<file path="config.mk">
export PLATFORM = sky130hd
export DESIGN_NAME = copi_cmd_scheduler
export DESIGN_NICKNAME = d
export VERILOG_FILES = /design/src/rtl/copi_sched_pkg.sv /design/src/rtl/copi_cmd_fifo.sv /design/src/rtl/copi_cmd_scheduler.sv
export SDC_FILE = /design/constraint.sdc
export NUM_CORES = 2
export LEC_CHECK = 0
export ABC_CLOCK_PERIOD_IN_PS = 25000
export CAP_MARGIN = 10
export CELL_PAD_IN_SITES_DETAIL_PLACEMENT = 0
export CELL_PAD_IN_SITES_GLOBAL_PLACEMENT = 1
export CORE_UTILIZATION = 37
export DETAILED_ROUTE_END_ITERATION = 10
export PLACE_DENSITY_LB_ADDON = 0.1
export SYNTH_ARGS = -nofsm -noshare
export SYNTH_HDL_FRONTEND = slang
export SYNTH_SLANG_ARGS = --single-unit
</file>
<file path="constraint.sdc">
create_clock -name clk -period 25 [get_ports clk]
set_clock_uncertainty 0.1 [all_clocks]
set_input_delay 3.75 -clock clk [delete_from_list [all_inputs] [get_ports clk]]
set_output_delay 3.75 -clock clk [all_outputs]
set_load 0.01 [all_outputs]
</file>
<file path="src/rtl/copi_sched_pkg.sv">
// copi_sched_pkg: shared types and defaults for the COPI command scheduler
package copi_sched_pkg;
  typedef enum logic [1:0] {IDLE, RUN, CAL} state_t;
  typedef enum logic [1:0] {SRC_BASE, SRC_QUEUE, SRC_CAL} src_t;
  localparam int DEF_NUM_SLOTS = 35;
  localparam logic [15:0] DEF_CAL_CMD = 16'h5500;
  localparam logic [15:0] DEF_DUMMY_CMD = 16'hE800;
endpackage

</file>
<file path="src/rtl/copi_cmd_fifo.sv">
// copi_cmd_fifo: one-shot command queue with flush and push-while-full-on-pop
module copi_cmd_fifo #(
  parameter int W = 16,
  parameter int DEPTH = 8,
  localparam int AW = $clog2(DEPTH),
  localparam int CW = $clog2(DEPTH + 1)
) (
  input  logic          clk,
  input  logic          rst,
  input  logic          push,
  input  logic          pop,
  input  logic          flush,
  input  logic [W-1:0]  din,
  output logic [W-1:0]  dout,
  output logic [CW-1:0] count,
  output logic          full,
  output logic          empty
);
  logic [DEPTH-1:0][W-1:0] mem_q, mem_d;
  logic [AW-1:0] wr_q, wr_d, rd_q, rd_d;
  logic [CW-1:0] cnt_q, cnt_d;
  logic do_push, do_pop;
  always_comb begin
    empty = cnt_q == '0;
    full = cnt_q == CW'(DEPTH);
    do_pop = pop && !empty;
    do_push = push && (!full || do_pop);
    wr_d = flush ? '0 : wr_q + AW'(do_push);
    rd_d = flush ? '0 : rd_q + AW'(do_pop);
    cnt_d = flush ? '0 : cnt_q + CW'(do_push) - CW'(do_pop);
    mem_d = mem_q;
    mem_d[wr_q] = (do_push && !flush) ? din : mem_q[wr_q];
  end
  always_ff @(posedge clk or posedge rst) begin
    if (rst) begin
      mem_q <= '0;
      wr_q <= '0;
      rd_q <= '0;
      cnt_q <= '0;
    end else begin
      mem_q <= mem_d;
      wr_q <= wr_d;
      rd_q <= rd_d;
      cnt_q <= cnt_d;
    end
  end
  assign dout = mem_q[rd_q];
  assign count = cnt_q;
endmodule

</file>
<file path="src/rtl/copi_cmd_scheduler.sv">
// copi_cmd_scheduler: per-slot COPI word sequencer (base program, one-shot queue, calibration)
module copi_cmd_scheduler
  import copi_sched_pkg::*;
#(
  parameter int NUM_SLOTS = DEF_NUM_SLOTS,
  parameter int AUX_FIRST = 32,
  parameter int QDEPTH = 8,
  parameter int CAL_FRAMES = 9,
  parameter logic [15:0] CAL_CMD = DEF_CAL_CMD,
  parameter logic [15:0] DUMMY_CMD = DEF_DUMMY_CMD,
  localparam int QCW = $clog2(QDEPTH + 1)
) (
  input  logic                    clk,
  input  logic                    rst,
  input  logic                    run,
  input  logic                    slot_adv,
  input  logic                    frame_wrap,
  input  logic [NUM_SLOTS*16-1:0] base_words,
  input  logic                    cmd_valid,
  input  logic [15:0]             cmd_data,
  output logic                    cmd_ready,
  input  logic                    queue_flush,
  input  logic                    cal_req,
  output logic [15:0]             copi_word,
  output logic [1:0]              word_src,
  output logic [5:0]              slot_idx,
  output logic [QCW-1:0]          queue_count,
  output logic                    cal_busy,
  output logic                    slot_err
);
  localparam int FCW = $clog2(CAL_FRAMES + 1);
  state_t state_q, state_d;
  src_t src_q, src_d;
  logic [NUM_SLOTS-1:0][15:0] shadow_q, shadow_d;
  logic [5:0] slot_q, slot_d, nxt, idx;
  logic [15:0] word_q, word_d, head, cal_word;
  logic [FCW-1:0] cal_cnt_q, cal_cnt_d;
  logic cal_busy_q, cal_busy_d, err_q, err_d;
  logic active, last, aux, cal_last, upd, pop, push, full, empty;
  always_comb begin
    active = state_q != IDLE;
    last = slot_q == 6'(NUM_SLOTS - 1);
    nxt = (frame_wrap || last) ? 6'd0 : slot_q + 6'd1;
    cal_last = cal_cnt_q == FCW'(CAL_FRAMES - 1);
    shadow_d = (!active || frame_wrap) ? base_words : shadow_q;
    state_d = !frame_wrap ? state_q : !run ? IDLE : state_q == IDLE ? RUN :
              state_q == RUN ? (cal_busy_q ? CAL : RUN) : (cal_last ? RUN : CAL);
    cal_cnt_d = state_q != CAL ? '0 : frame_wrap ? cal_cnt_q + FCW'(1) : cal_cnt_q;
    cal_busy_d = (frame_wrap && (!run || (state_q == CAL && cal_last))) ? 1'b0 : cal_busy_q | cal_req;
    slot_d = !active ? 6'd0 : (slot_adv || frame_wrap) ? nxt : slot_q;
    err_d = err_q | (active && (frame_wrap ? !last : slot_adv && last));
    upd = state_d == IDLE || slot_adv || frame_wrap;
    idx = state_d == IDLE ? 6'd0 : nxt;
    aux = idx >= 6'(AUX_FIRST);
    pop = state_q == RUN && slot_adv && !frame_wrap && aux && !empty;
    cal_word = (idx == 6'(AUX_FIRST) && cal_cnt_q == '0) ? CAL_CMD : DUMMY_CMD;
    src_d = !upd ? src_q : !aux ? SRC_BASE : state_d == CAL ? SRC_CAL : pop ? SRC_QUEUE : SRC_BASE;
    word_d = !upd ? word_q : src_d == SRC_QUEUE ? head : src_d == SRC_CAL ? cal_word : shadow_d[idx];
  end
  always_ff @(posedge clk or posedge rst) begin
    if (rst) begin
      state_q <= IDLE;
      src_q <= SRC_BASE;
      shadow_q <= '0;
      slot_q <= '0;
      word_q <= '0;
      cal_cnt_q <= '0;
      cal_busy_q <= 1'b0;
      err_q <= 1'b0;
    end else begin
      state_q <= state_d;
      src_q <= src_d;
      shadow_q <= shadow_d;
      slot_q <= slot_d;
      word_q <= word_d;
      cal_cnt_q <= cal_cnt_d;
      cal_busy_q <= cal_busy_d;
      err_q <= err_d;
    end
  end
  assign cmd_ready = !rst && (!full || pop);
  assign push = cmd_valid && cmd_ready;
  copi_cmd_fifo #(.W(16), .DEPTH(QDEPTH)) u_fifo (
    .clk(clk), .rst(rst), .push(push), .pop(pop), .flush(queue_flush), .din(cmd_data),
    .dout(head), .count(queue_count), .full(full), .empty(empty)
  );
  assign copi_word = word_q;
  assign word_src = src_q;
  assign slot_idx = slot_q;
  assign cal_busy = cal_busy_q;
  assign slot_err = err_q;
endmodule

</file>
* Yosys cells after proc, flatten, opt, wreduce, memory -nomap -nowiden
Index checks and enable logic that the tools add are counted.
** Storage, ports and cells
- Memories :: 0
- Input bits :: 584
- RAM bits :: 0
- Flip-flop bits (word level) :: 730
- Bits in read-only memories :: 0
- Word-level logic and storage cells :: 149
- Output and inout bits :: 31
- Latch bits :: 0
** Cells by class
- Bitwise operators :: 2
- Shift operators :: 0
- Magnitude comparators :: 5
- Divide/modulo/power cells :: 0
- Multipliers :: 0
- Multiplexer cells :: 35
- Eq/ne operators :: 11
- Add/subtract/negate cells :: 6
- Reductions and logical operators :: 37
** Operators with widths (number)
- two-way mux 560 bit :: 1
- bitwise mux 128 bit :: 1
- two-way mux 16 bit :: 8
- binary-select mux 16 bit (select 3 bit) :: 2
- binary-select mux 16 bit (select 6 bit) :: 1
- demux 16 bit (select 3 bit) :: 1
- two-way mux 6 bit :: 4
- two-way mux 2 bit :: 9
- logical AND 1 bit :: 15
- == test 6 bit, second input constant :: 2
- two-way mux 4 bit :: 3
- == test 4 bit, second input constant :: 2
- logical NOT 1 bit :: 8
- logical NOT 4 bit :: 2
- logical OR 1 bit :: 8
- less-than comparator 3 x 4 -> 1 bit, second input constant :: 2
- less-than comparator 6 x 7 -> 1 bit, second input constant :: 1
- adder 3 x 1 -> 3 bit :: 2
- adder 6 x 1 -> 6 bit, second input constant :: 1
- == test 2 bit, second input constant :: 3
- greater-or-equal comparator 6 bit, second input constant :: 1
- two-way mux 3 bit :: 2
- adder 4 x 1 -> 4 bit :: 1
- adder 4 x 1 -> 4 bit, second input constant :: 1
- 9 further kinds :: 15

* Logic depth before layout (Yosys ltp)
- Depth in word-level cells :: 18
- Depth in mapped cells :: 16
- Mapped depth without buffers :: 14

* Cells and area by module
Synthesis repeated with hierarchy kept, for this count alone.
** Second synthesis, totals
- Cells, all modules :: 3973
- Area, all modules :: 35841.9 sq um
** Modules (own cells, without submodules)
- copi_cmd_scheduler :: cells each 3359, area an instance 28404.7 sq um, sequential area each 14814.2 sq um, instances 1
- copi_cmd_fifo :: cells each 614, area an instance 7437.1 sq um, sequential area each 3453.3 sq um, instances 1

* Least setup slack after synthesis
No wires, ideal clock.
- Path kind :: input to output
- Start point :: input port frame_wrap
- End point :: output port cmd_ready
- Arrival :: 4.531 ns
- Data required time :: 21.150 ns
- Slack :: 16.619 ns
- Stages :: 4
- Path through :: a21oi_1 > o21ai_1 > or2_4 > a31oi_1
** On the way
- Word-level cells in the longest chain between the ends :: 8
- Elaborated cells between the ends (all ways) :: 12
** Ends and longest elaborated chain
- start: declaration :: RTL line copi_cmd_scheduler.sv:17 : input logic frame_wrap,
- two-way mux 2 bit / logical OR 1 bit (equally long branches) :: RTL line copi_cmd_scheduler.sv:46, copi_cmd_scheduler.sv:43
- logical NOT 2 bit / two-way mux 6 bit (equally long branches) :: RTL line copi_cmd_scheduler.sv:53, copi_cmd_scheduler.sv:43
- two-way mux 6 bit :: RTL line copi_cmd_scheduler.sv:53 : idx = state_d == IDLE ? 6'd0 : nxt;
- greater-or-equal comparator 6 bit :: RTL line copi_cmd_scheduler.sv:54 : aux = idx >= 6'(AUX_FIRST);
- logical AND 1 bit (*) (2 in a row) :: RTL line copi_cmd_scheduler.sv:55 : pop = state_q == RUN && slot_adv && !frame_wrap && aux && !empty;
- logical OR 1 bit (*) :: RTL line copi_cmd_scheduler.sv:81 : assign cmd_ready = !rst && (!full || pop);
- logical AND 1 bit (*) :: RTL line copi_cmd_scheduler.sv:81
- end: declaration :: RTL line copi_cmd_scheduler.sv:21 : output logic cmd_ready,
Every way passes the cells marked *; elsewhere a longest branch is shown, timed or not.

* Worst setup path after layout
Ends and elaborated chain as after synthesis.

==> qor.yml <==
status: "finished clean"
grt.total_usage_pct: 30.5
syn_inst: 3836
yosys.area_share.simple_pct: 20.9
io-pin-count: 615
cts_tree: "yes"
setup_viol: 0
ff_latch_area_um2: 18300
syn_area_um2: 35500
synth_edf_count: 0
synthXorXnorAreaFrac_pct: 0.391
ctsHoldBuffers: 0
placed_cells: 5518
yosys-mux-area-fraction_pct: 11.1
drv_slew: 0
firstDrtPassIters: 6
crit_fanout: 24
nets: 4939
grt_start_max_net_pins: 164
setup_tns_ps: 0
seq_area_frac_synth_pct: 51.4
multi_input_area_um2: 16100
r2r-start: "slot_idx[0]"
holdPathEnd: "shadow_q[327]"
htree_levels: 3
holdCritStartpoint: "shadow_q[327]"
cap_violations: 0
area_growth_syn_to_layout_pct: 28.1
worst_slew_pin_slew_ps: 1150
vias: 30682
synth_top_family_by_area: "simple AND/OR/NAND/NOR gates"
drt_iter0_markers: 2914
rsz0062_at_grt: "false"
dieArea_um2: 97300
dp_hpwl_mm: 106
power_density_nw_per_um2: 78.3
cellLeakagePower_uw: 0.0204
crit_path_start_kind: "primary input"
postCtsSetupBuffers: 0
synthArstFlopShare_pct: 100
start_util_pct: 37.4
arrival_ps: 6000
ys.flop_type: "dfrtp_1"
critical_path_required_ps: 21150
synth-seq-cells: 730
end_kind: "primary output"
worstHoldPathType: "flop to flop"
post_drt_via_cell_ratio: 5.40
finalWeightedCongestion: 0.852
num_rows: 113
fin_util_pct: 47.9
slew_headroom_pct: 23.1
finalNonFillerCells: 5680
yosys_warnings: 0
critPathKind: "primary input to primary output"
fin_crit_sh_pct: 39.4
overflow: 0
vdd_drop_max_v: 0.0000457
layout-drive-gt1-share_pct: 10.7
cts_sinks: 730
clk_path_buf_depth: 3
r2r-end: "copi_word[3]"
syn_area_per_cell_um2: 9.26
worstHoldPathCells: 2
cts_root_buf: "clkbuf_16"
grt_pass1_wl_mm: 217
antenna_found_initial: 36
layout_min_cycle_time_ps: 9850
reg2reg_depth: 12
drc: 0
coreArea_um2: 95000
wl_per_cell_um: 26.4
max_freq_ghz: 0.102
fin_worst_hold_slack_ps: 360
synth-compound-area-share_pct: 11.9
die_x_um: 312
totalWireLength_mm: 150
portBuffers: 614
cts_made_buffers: 85
grt_pass1_vias: 30653
ant_nets: 0
cts_resized: 0
fillers: 9258
r2r_setup_slack_ps: 18660
synth_cell_types: 93
yosys.area_share.adder_pct: 0.549
fp.dieH_um: 312
cts.reportedPaths.clkPinSlew_ps: 60
syn-num-nets: 4435
hold_violations: 0
clock_latency_ps: 640
## cell type report
cell class / instances / area share (%)
sequential: 730 / 40.2
multi-input combinational: 2823 / 35.3
timing repair buffer: 679 / 14.7
clock buffer: 128 / 5.67
tap: 1265 / 3.48
clock inverter: 21 / 0.473
inverter: 21 / 0.190
antenna: 13 / 0.0715
## worst max-delay path, stage by stage
cell             delay, ps
clkdlybuf4s50_1        520
buf_4                  280
a21oi_1                180
o21ai_1                180
or2_4                  330
a31oi_1                190
clkdlybuf4s50_1        560
## cell usage after synthesis, types with 9 or more instances
master	count	area share (%)
a31oi_1	10	0.18
inv_1	19	0.20
mux4_2	35	2.2
o22ai_1	22	0.39
o221ai_1	11	0.27
a211oi_1	21	0.44
a22oi_1	79	1.7
ha_1	14	0.49
o21a_1	10	0.21
nand3_1	49	0.69
a21oi_1	104	1.5
mux2i_1	99	2.8
mux2_2	164	5.2
nor4_1	21	0.37
o21ai_1	18	0.25
a2111o_1	14	0.44
buf_1	27	0.29
nor2_1	137	1.4
xnor2_1	9	0.22
o21ai_0	187	2.6
o31ai_1	9	0.19
buf_2	106	1.5
nand2_1	1505	16
dfrtp_1	730	51
o211ai_1	33	0.70
o211a_1	15	0.42
nor3_1	32	0.45
clkbuf_1	98	1.0
o22a_1	12	0.30
buf_4	25	0.53
or3_1	17	0.30
nand4_1	29	0.51
## where the power goes
part	leakage, uW	switching, uW	internal [uW]	total, uW
Clock	0.00139	522	750	1270
Sequential	0.00849	105	1370	1480
Combinational	0.0106	487	329	816
Total	0.0204	1110	2450	3560
## kinds of logic after synthesis
kind of cell | after synthesis
AND/OR/NAND/NOR | 1848
XOR/XNOR | 15
multiplexers | 316
flip-flops | 730
adder cells (fa/ha/maj) | 15
buffers and inverters | 283
AO/OA/AOI/OAI | 629
## sequential cells by signal (all words and copies together), names as in the netlist, 2 cells and up
signal and cells:
u_fifo.count 4, slot_idx 6, cal_cnt_q 4, u_fifo.wr_q 3, state_q 2, word_src 2
shadow_q 560, copi_word 16, u_fifo.rd_q 3, u_fifo.mem_q 128
## placed cells by master, fill, tap and decap left out, types with 13 or more instances in the layout
master           count
a2111o_1            14
a211oi_1            21
a21oi_1            102
a22oi_1             79
buf_4               62
clkbuf_1            16
clkbuf_16           87
clkbuf_8            25
clkdlybuf4s50_1    614
clkinv_2            14
dfrtp_1            728
diode_2             13
ha_1                14
inv_1               18
mux2_2             164
mux2i_1             99
mux4_2              35
nand2_1           1505
nand3_1             49
nand4_1             29
nor2_1             134
nor3_1              30
nor4_1              21
o211a_1             15
o211ai_1            33
o21ai_0            185
o21ai_1             18
o22ai_1             22
or3_1               17
## worst max path at each step
stage	cells after the start	start	end
finish	7	frame_wrap	cmd_ready
global route	7	frame_wrap	cmd_ready
floorplan	1	rst	cal_busy
detailed placement	7	frame_wrap	cmd_ready
CTS	7	frame_wrap	cmd_ready
global placement	7	frame_wrap	cmd_ready
## per-stage QoR
| stage | instance area, um2 | power [uW] | worst slack [ps] |
|---|---|---|---|
| after floorplan | 35500 | 1950 | 669 |
| after global placement | 42700 | 2300 | 15230 |
| after detailed placement | 42700 | 2310 | 15210 |
| after CTS | 45500 | 3590 | 15190 |
| after global routing | 45500 | 3720 | 15100 |
| final | 45500 | 3560 | 15150 |
## metal layers
| layer | vias up | global-route usage (%) | part of all wire (%) |
|---|---|---|---|
| li1 | 14053 | - | - |
| met2 | 1107 | 48.3 | 46 |
| met5 | - | 0 | 0.11 |
| met3 | 201 | 6.17 | 7.1 |
| met1 | 15293 | 42.2 | 44 |
| met4 | 28 | 8.68 | 2.6 |
Note: power is estimated with default switching activity, not from simulation.
